**src/rtl/avmm_burst_reader_if.sv**
```systemverilog
// Avalon-MM read/write master bus signal set shared by the AVMM blocks.
// master drives requests; slave drives waitrequest and returned read data.
interface avmm_burst_reader_if #(
  parameter int AW        = 16,
  parameter int DW        = 64,
  parameter int MAX_BURST = 8
);
  logic [AW-1:0]                m_address;
  logic                         m_read;
  logic                         m_write;
  logic [$clog2(MAX_BURST):0]   m_burstcount;
  logic [DW-1:0]                m_writedata;
  logic [DW/8-1:0]              m_byteenable;
  logic                         m_waitrequest;
  logic [DW-1:0]                m_readdata;
  logic                         m_readdatavalid;

  modport master (
    output m_address, m_read, m_write, m_burstcount, m_writedata, m_byteenable,
    input  m_waitrequest, m_readdata, m_readdatavalid
  );

  modport slave (
    input  m_address, m_read, m_write, m_burstcount, m_writedata, m_byteenable,
    output m_waitrequest, m_readdata, m_readdatavalid
  );
endinterface

```
**src/rtl/avmm_burst_reader.sv**
```systemverilog
// AVMM burst read master feeding a FWFT FIFO stream; first m_read 1 cycle after command accept.
// Bursts issue only with FIFO credit for all words in flight, so out_ready backpressure never stalls readdatavalid.
module avmm_burst_reader #(
  parameter int AW         = 16,
  parameter int DW         = 64,
  parameter int MAX_BURST  = 8,
  parameter int FIFO_DEPTH = 16,
  parameter int LW         = 16
) (
  input  logic          clk,
  input  logic          rst_n,
  input  logic          cmd_valid,
  output logic          cmd_ready,
  input  logic [AW-1:0] cmd_addr,
  input  logic [LW-1:0] cmd_len,
  output logic          busy,
  avmm_burst_reader_if.master m,
  output logic          out_valid,
  input  logic          out_ready,
  output logic [DW-1:0] out_data,
  output logic          out_last
);

  localparam int BW    = $clog2(MAX_BURST) + 1;
  localparam int CW    = $clog2(FIFO_DEPTH) + 1;
  localparam int PW    = (FIFO_DEPTH > 1) ? $clog2(FIFO_DEPTH) : 1;
  localparam int BYTES = DW / 8;
  localparam logic [AW-1:0] ALIGN_MASK = ~AW'(BYTES - 1);

  typedef enum logic [1:0] {IDLE, ISSUE, DRAIN} state_e;

  state_e        state_q, state_d;
  logic [AW-1:0] addr_q, addr_d;
  logic [LW-1:0] rem_q, rem_d;
  logic [LW-1:0] len_q, len_d;
  logic [LW-1:0] pop_cnt_q, pop_cnt_d;
  logic [CW-1:0] outst_q, outst_d;
  logic [CW-1:0] fifo_cnt_q, fifo_cnt_d;
  logic [PW-1:0] wr_ptr_q, wr_ptr_d;
  logic [PW-1:0] rd_ptr_q, rd_ptr_d;
  logic          busy_q, busy_d;

  logic [DW-1:0] fifo_mem [FIFO_DEPTH];

  logic [BW-1:0] burst;
  logic [CW-1:0] credits;
  logic          issue_ok;
  logic          accept;
  logic          push;
  logic          pop;

  assign burst = (rem_q >= LW'(MAX_BURST)) ? BW'(MAX_BURST) : BW'(rem_q);

  // fifo_cnt + outst never exceeds FIFO_DEPTH, so this cannot underflow.
  assign credits = CW'(FIFO_DEPTH) - fifo_cnt_q - outst_q;

  // Credits only grow while a request is stalled, so m_read is never withdrawn
  // under waitrequest; address and burstcount come straight from flops.
  assign issue_ok = (state_q == ISSUE) && (credits >= CW'(burst));
  assign accept   = issue_ok && !m.m_waitrequest;
  assign push     = m.m_readdatavalid;
  assign pop      = out_valid && out_ready;

  assign cmd_ready = (state_q == IDLE);
  assign busy      = busy_q;

  assign out_valid = (fifo_cnt_q != '0);
  assign out_data  = out_valid ? fifo_mem[rd_ptr_q] : '0;
  assign out_last  = out_valid && (pop_cnt_q == len_q - LW'(1));

  assign m.m_read       = issue_ok;
  assign m.m_address    = addr_q;
  assign m.m_burstcount = burst;
  assign m.m_write      = 1'b0;
  assign m.m_writedata  = '0;
  assign m.m_byteenable = '1;

  always_comb begin
    state_d    = state_q;
    addr_d     = addr_q;
    rem_d      = rem_q;
    len_d      = len_q;
    pop_cnt_d  = pop_cnt_q;
    busy_d     = busy_q;
    wr_ptr_d   = wr_ptr_q;
    rd_ptr_d   = rd_ptr_q;
    fifo_cnt_d = fifo_cnt_q + CW'(push) - CW'(pop);
    outst_d    = outst_q - CW'(push) + (accept ? CW'(burst) : '0);

    if (push) begin
      wr_ptr_d = (wr_ptr_q == PW'(FIFO_DEPTH - 1)) ? '0 : wr_ptr_q + PW'(1);
    end
    if (pop) begin
      rd_ptr_d  = (rd_ptr_q == PW'(FIFO_DEPTH - 1)) ? '0 : rd_ptr_q + PW'(1);
      pop_cnt_d = pop_cnt_q + LW'(1);
    end

    case (state_q)
      IDLE: begin
        if (cmd_valid && (cmd_len != '0)) begin
          addr_d    = cmd_addr & ALIGN_MASK;
          rem_d     = cmd_len;
          len_d     = cmd_len;
          pop_cnt_d = '0;
          busy_d    = 1'b1;
          state_d   = ISSUE;
        end
      end
      ISSUE: begin
        if (accept) begin
          rem_d  = rem_q - LW'(burst);
          addr_d = addr_q + AW'(burst) * AW'(BYTES);
          if (rem_q == LW'(burst)) begin
            state_d = DRAIN;
          end
        end
      end
      DRAIN: begin
        if ((outst_q == '0) && ((pop_cnt_q == len_q) || (pop && out_last))) begin
          busy_d  = 1'b0;
          state_d = IDLE;
        end
      end
      default: state_d = IDLE;
    endcase
  end

  always_ff @(posedge clk or negedge rst_n) begin
    if (!rst_n) begin
      state_q    <= IDLE;
      addr_q     <= '0;
      rem_q      <= '0;
      len_q      <= '0;
      pop_cnt_q  <= '0;
      outst_q    <= '0;
      fifo_cnt_q <= '0;
      wr_ptr_q   <= '0;
      rd_ptr_q   <= '0;
      busy_q     <= 1'b0;
    end else begin
      state_q    <= state_d;
      addr_q     <= addr_d;
      rem_q      <= rem_d;
      len_q      <= len_d;
      pop_cnt_q  <= pop_cnt_d;
      outst_q    <= outst_d;
      fifo_cnt_q <= fifo_cnt_d;
      wr_ptr_q   <= wr_ptr_d;
      rd_ptr_q   <= rd_ptr_d;
      busy_q     <= busy_d;
    end
  end

  // Storage needs no reset: out_data is gated by out_valid.
  always_ff @(posedge clk) begin
    if (push) begin
      fifo_mem[wr_ptr_q] <= m.m_readdata;
    end
  end

endmodule

```
**src/flat_wrapper.sv**
```systemverilog
// flat-port wrapper written by rule: the top's interface ports become plain ports
module avmm_burst_reader_flat 
#(
  parameter int AW         = 16,
  parameter int DW         = 64,
  parameter int MAX_BURST  = 8,
  parameter int FIFO_DEPTH = 16,
  parameter int LW         = 16
)
  (clk, rst_n, cmd_valid, cmd_ready, cmd_addr, cmd_len, busy, out_valid, out_ready, out_data, out_last, m_m_address, m_m_read, m_m_write, m_m_burstcount, m_m_writedata, m_m_byteenable, m_m_waitrequest, m_m_readdata, m_m_readdatavalid);
  avmm_burst_reader_if #(.AW(AW), .DW(DW), .MAX_BURST(MAX_BURST)) m_i ();
  input  logic clk;
  input  logic rst_n;
  input  logic cmd_valid;
  output logic cmd_ready;
  input  logic [AW-1:0] cmd_addr;
  input  logic [LW-1:0] cmd_len;
  output logic busy;
  output logic out_valid;
  input  logic out_ready;
  output logic [DW-1:0] out_data;
  output logic out_last;
  output wire logic [$bits(m_i.m_address)-1:0] m_m_address;
  output wire logic [$bits(m_i.m_read)-1:0] m_m_read;
  output wire logic [$bits(m_i.m_write)-1:0] m_m_write;
  output wire logic [$bits(m_i.m_burstcount)-1:0] m_m_burstcount;
  output wire logic [$bits(m_i.m_writedata)-1:0] m_m_writedata;
  output wire logic [$bits(m_i.m_byteenable)-1:0] m_m_byteenable;
  input wire logic [$bits(m_i.m_waitrequest)-1:0] m_m_waitrequest;
  input wire logic [$bits(m_i.m_readdata)-1:0] m_m_readdata;
  input wire logic [$bits(m_i.m_readdatavalid)-1:0] m_m_readdatavalid;
  assign m_m_address = m_i.m_address;
  assign m_m_read = m_i.m_read;
  assign m_m_write = m_i.m_write;
  assign m_m_burstcount = m_i.m_burstcount;
  assign m_m_writedata = m_i.m_writedata;
  assign m_m_byteenable = m_i.m_byteenable;
  assign m_i.m_waitrequest = m_m_waitrequest;
  assign m_i.m_readdata = m_m_readdata;
  assign m_i.m_readdatavalid = m_m_readdatavalid;
  avmm_burst_reader #(.AW(AW), .DW(DW), .MAX_BURST(MAX_BURST), .FIFO_DEPTH(FIFO_DEPTH), .LW(LW)) u_core (.clk(clk), .rst_n(rst_n), .cmd_valid(cmd_valid), .cmd_ready(cmd_ready), .cmd_addr(cmd_addr), .cmd_len(cmd_len), .busy(busy), .m(m_i), .out_valid(out_valid), .out_ready(out_ready), .out_data(out_data), .out_last(out_last));
endmodule
```
**config.mk**
```make
export PLATFORM = sky130hd
export DESIGN_NAME = avmm_burst_reader_flat
export DESIGN_NICKNAME = d
export VERILOG_FILES = /design/src/rtl/avmm_burst_reader_if.sv /design/src/rtl/avmm_burst_reader.sv /design/src/flat_wrapper.sv
export SDC_FILE = /design/constraint.sdc
export NUM_CORES = 1
export LEC_CHECK = 0
export CORE_ASPECT_RATIO = 0.8
export CORE_MARGIN = 1
export CORE_UTILIZATION = 30
export DETAILED_ROUTE_END_ITERATION = 16
export GPL_ROUTABILITY_DRIVEN = 0
export PLACE_DENSITY = 0.5
export SYNTH_ARGS = -nofsm -noshare
export SYNTH_HDL_FRONTEND = slang
export SYNTH_SLANG_ARGS = --single-unit
```
**constraint.sdc**
```tcl
create_clock -name clk -period 7.4 [get_ports clk]
set_input_delay 1.48 -clock clk [delete_from_list [all_inputs] [get_ports clk]]
set_output_delay 1.48 -clock clk [all_outputs]
set_load 0.02 [all_outputs]
```
==> impl_results.md <==
* Synthesized netlist cell count at between 2k and 2.5k
* Vias in the first global route at 23.0k
* First-pass GRT wire length at between 150000 and 200000 um
* HP Class: flop to flop
* Die area at about 150000 um^2
* Final setup fails at 0
* Synth Flop Type: edfxtp_1
* Later-pin clock latency in the skew report at around 730 ps
* Endpoint type of the worst setup path: primary output
* Yosys Warn Count at 0
* Number of synthesized flops with an enable pin at between 1k and 1.5k
* Avg Cell Area, Syn at about 20 um^2
* Top Ports at ~260
* CTS H-tree depth at 3
* Clock Path Buffers at 3
* CTS sink count at 1106
* Leading post-synthesis cells by cell area: edfxtp_1 (69%), mux4_2 (16%), dfrtp_1 (4.6%), buf_4 (1.3%), ha_1 (1.0%)
* Setup bufs post-CTS at 0
* Avg WL per Cell at around 24 um
* # fillers at 13.7k
* CTS tree: done
* Seq/Total Area, Yosys at 0.732
* Hold Fails Final Rpt at 0
* CP Capture Point: m_m_read
* DRT Wirelength at 109000 um
* Final nets at around 2.6k
* Max Cap Viol at 0
* Synthesized flop and latch total at around 1.1k
* Post-synth top area share at 0.686
* DRC at 0
* CP startpoint kind: flop
* RSZ-0062 raised after global routing: no
* Highest ir drop seen on vdd at between 200 and 300 uV
* Area Overhead vs Synth at 17.1%
* R2R depth at 16
* Fmax at 160 MHz
* Setup_tns at 0 ps
* Post-synth ARST share at 0.0741
* Cell area after placement at between 40000 and 50000 um^2
* Distinct cells, synth at approximately 70
* Clock slew at reported path FFs at around 60 ps
* Reg2reg start: u_core.rem_q[8]
* GRT Overall Usage at 0.145
* Fin worst setup slack at roughly 1100 ps
* CP required at 5920 ps
* R2r setup slk at 2320 ps
* Die Width at around 430 um
* Initial core utilization at 0.303
* CTS buffer count at 111
* Via density at between 4 and 5
* Layout cells sized above 1 at 0.224
* Non-filler cells, final at between 4k and 5k
* Clock Skew at between 40 and 50 ps
* Post-DP HPWL at roughly 58000 um
* Critical path peak fanout at 7
* Drt pass-1 iters at 5
* Status: finished clean
* Cts hold-fix bufs at 0
* Iter 0 DRT Violations at ~1.7k
* Max Slew Vio Count at 0
* Clk root buf: clkbuf_16
* CTS resizes at 0
* Dpl ws at 1870 ps
* GR Overflow Total at 0
* Initial antenna violation count at 16
* Design Area, Final at approximately 52000 um^2
* RR Endpoint: u_core.outst_q[4]
* Area leader, netlist: edfxtp_1
* Via count at ~22k
* Largest net degree at the start of global routing at ~110
* Site Rows at around 130
* Core ar. at between 100000 and 150000 um^2
* Final period utilization at 0.846
* Port bufs at 184
* Crit path arrival time at approximately 4800 ps
* Pleak at approximately 17 nW
* Placed Cells at ~4.3k
* CP startpoint: u_core.rem_q[8]
* Final min period at about 6300 ps
* Synthesized area at 44800 um^2
* Critical Setup Path Class: flop to primary output
* Pwr Density at between 300 and 400 nW/um^2
* Post-layout util at 0.355
* ANT nets after route at 0
* Worst-Margin Slew at 1020 ps
* Die height at about 350 um
* Slew headroom at 0.322
final cells by class:
cell class / instances / area, um^2 / share of cell area
Timing Repair Buffer: 228 / 2330 / 0.0444
Clock buffer: 144 / 2940 / 0.0561
Tap cell: 1984 / 2480 / 0.0473
Sequential cell: 1106 / 32800 / 0.625
Antenna cell: 1 / 2.50 / 0.0000477
Multi-Input combinational cell: 939 / 11300 / 0.215
Inverter: 39 / 146 / 0.00279
Clock inverter: 58 / 480 / 0.00916
through the flow:
step,total power [W],hold slack (ps)
detailed placement,0.0156,504
global route,0.0217,531
finish,0.0207,517
global placement,0.0155,495
floorplan,0.0129,470
CTS,0.0211,521
worst max-delay path, cell delays in order, from the launching register on:
cell             delay [ps]
dfrtp_1                 450
or4_1                   580
nor3b_1                 400
nand2_1                 320
inv_2                   180
nand2_1                 150
ha_1                    330
a21o_1                  160
a21o_1                  170
a211oi_1                600
nor2_1                  140
clkdlybuf4s50_1         570
routing by layer:
metal	global-route usage	vias to the layer above	wire, um
li1	-	9265	-
met1	0.195	11700	47800
met2	0.243	536	54300
met3	0.0262	184	4610
met4	0.0334	14	2270
met5	0	-	80
how the worst min path moves through the flow:
stage | from | endpoint | cells past startpoint
6_report | u_core.rem_q[6] | u_core.rem_q[6] | 2
5_1_grt | u_core.rem_q[10] | u_core.rem_q[10] | 1
4_1_cts | u_core.rem_q[10] | u_core.rem_q[10] | 1
3_5_place_dp | u_core.rem_q[10] | u_core.rem_q[10] | 1
3_3_place_gp | u_core.rem_q[10] | u_core.rem_q[10] | 1
2_1_floorplan | u_core.rem_q[10] | u_core.rem_q[10] | 1
sequential cells by signal, summed over array words and instances, names as in the netlist:
name	cells
u_core.state_q	2
u_core.rd_ptr_q	4
u_core.pop_cnt_q	16
u_core.len_q	16
u_core.fifo_mem	1024
u_core.outst_q	5
u_core.m.m_address	13
u_core.busy	1
u_core.rem_q	16
u_core.wr_ptr_q	4
u_core.fifo_cnt_q	5
logic make-up after synthesis:
group | synth area share
other | 0.000168
adders and majority gates | 0.0121
buffers and inverters | 0.0254
xor gates and xnor gates | 0.00938
and+or+nand+nor | 0.0356
DFF | 0.732
AOI/OAI and AO/OA | 0.0199
muxes | 0.165
synth_stat cells (4+ instances only):
master,number
xor2_1,17
o21ai_0,26
nor2_1,53
and2_1,68
buf_1,19
buf_4,77
xnor2_1,31
o22ai_1,5
nor2b_1,6
nand4_1,10
and3_1,10
edfxtp_1,1024
a31oi_1,6
mux4_2,320
or3_1,6
mux2_2,16
nand2b_1,8
nand3_1,14
inv_1,38
fa_1,4
buf_2,7
nor3_1,20
nand2_1,57
nor4_1,10
a21oi_1,50
o21ai_1,14
dfrtp_1,82
o2bb2ai_1,5
ha_1,37
a21o_1,11
clkbuf_1,79
layout by cell type (no fill, tap or decap), types with 14 or more instances in the layout:
| master | n |
|---|---|
| edfxtp_1 | 1024 |
| mux4_2 | 320 |
| clkdlybuf4s50_1 | 183 |
| clkbuf_16 | 112 |
| dfrtp_1 | 78 |
| conb_1 | 77 |
| and2_1 | 68 |
| nand2_1 | 57 |
| a21oi_1 | 50 |
| nor2_1 | 40 |
| inv_1 | 38 |
| ha_1 | 37 |
| buf_4 | 32 |
| xnor2_1 | 31 |
| clkbuf_1 | 30 |
| clkinv_1 | 27 |
| o21ai_0 | 26 |
| nor3_1 | 17 |
| xor2_1 | 17 |
| mux2_2 | 16 |
| nand3_1 | 14 |
| o21ai_1 | 14 |
| clkinv_2 | 14 |
power breakdown:
| part | switching (W) | internal [W] |
|---|---|---|
| Combinational | 0.00372 | 0.00352 |
| Sequential | 0.000548 | 0.00751 |
| Clock | 0.00238 | 0.00297 |
| Total | 0.00665 | 0.0140 |
Power figures use the tool's default switching activity.
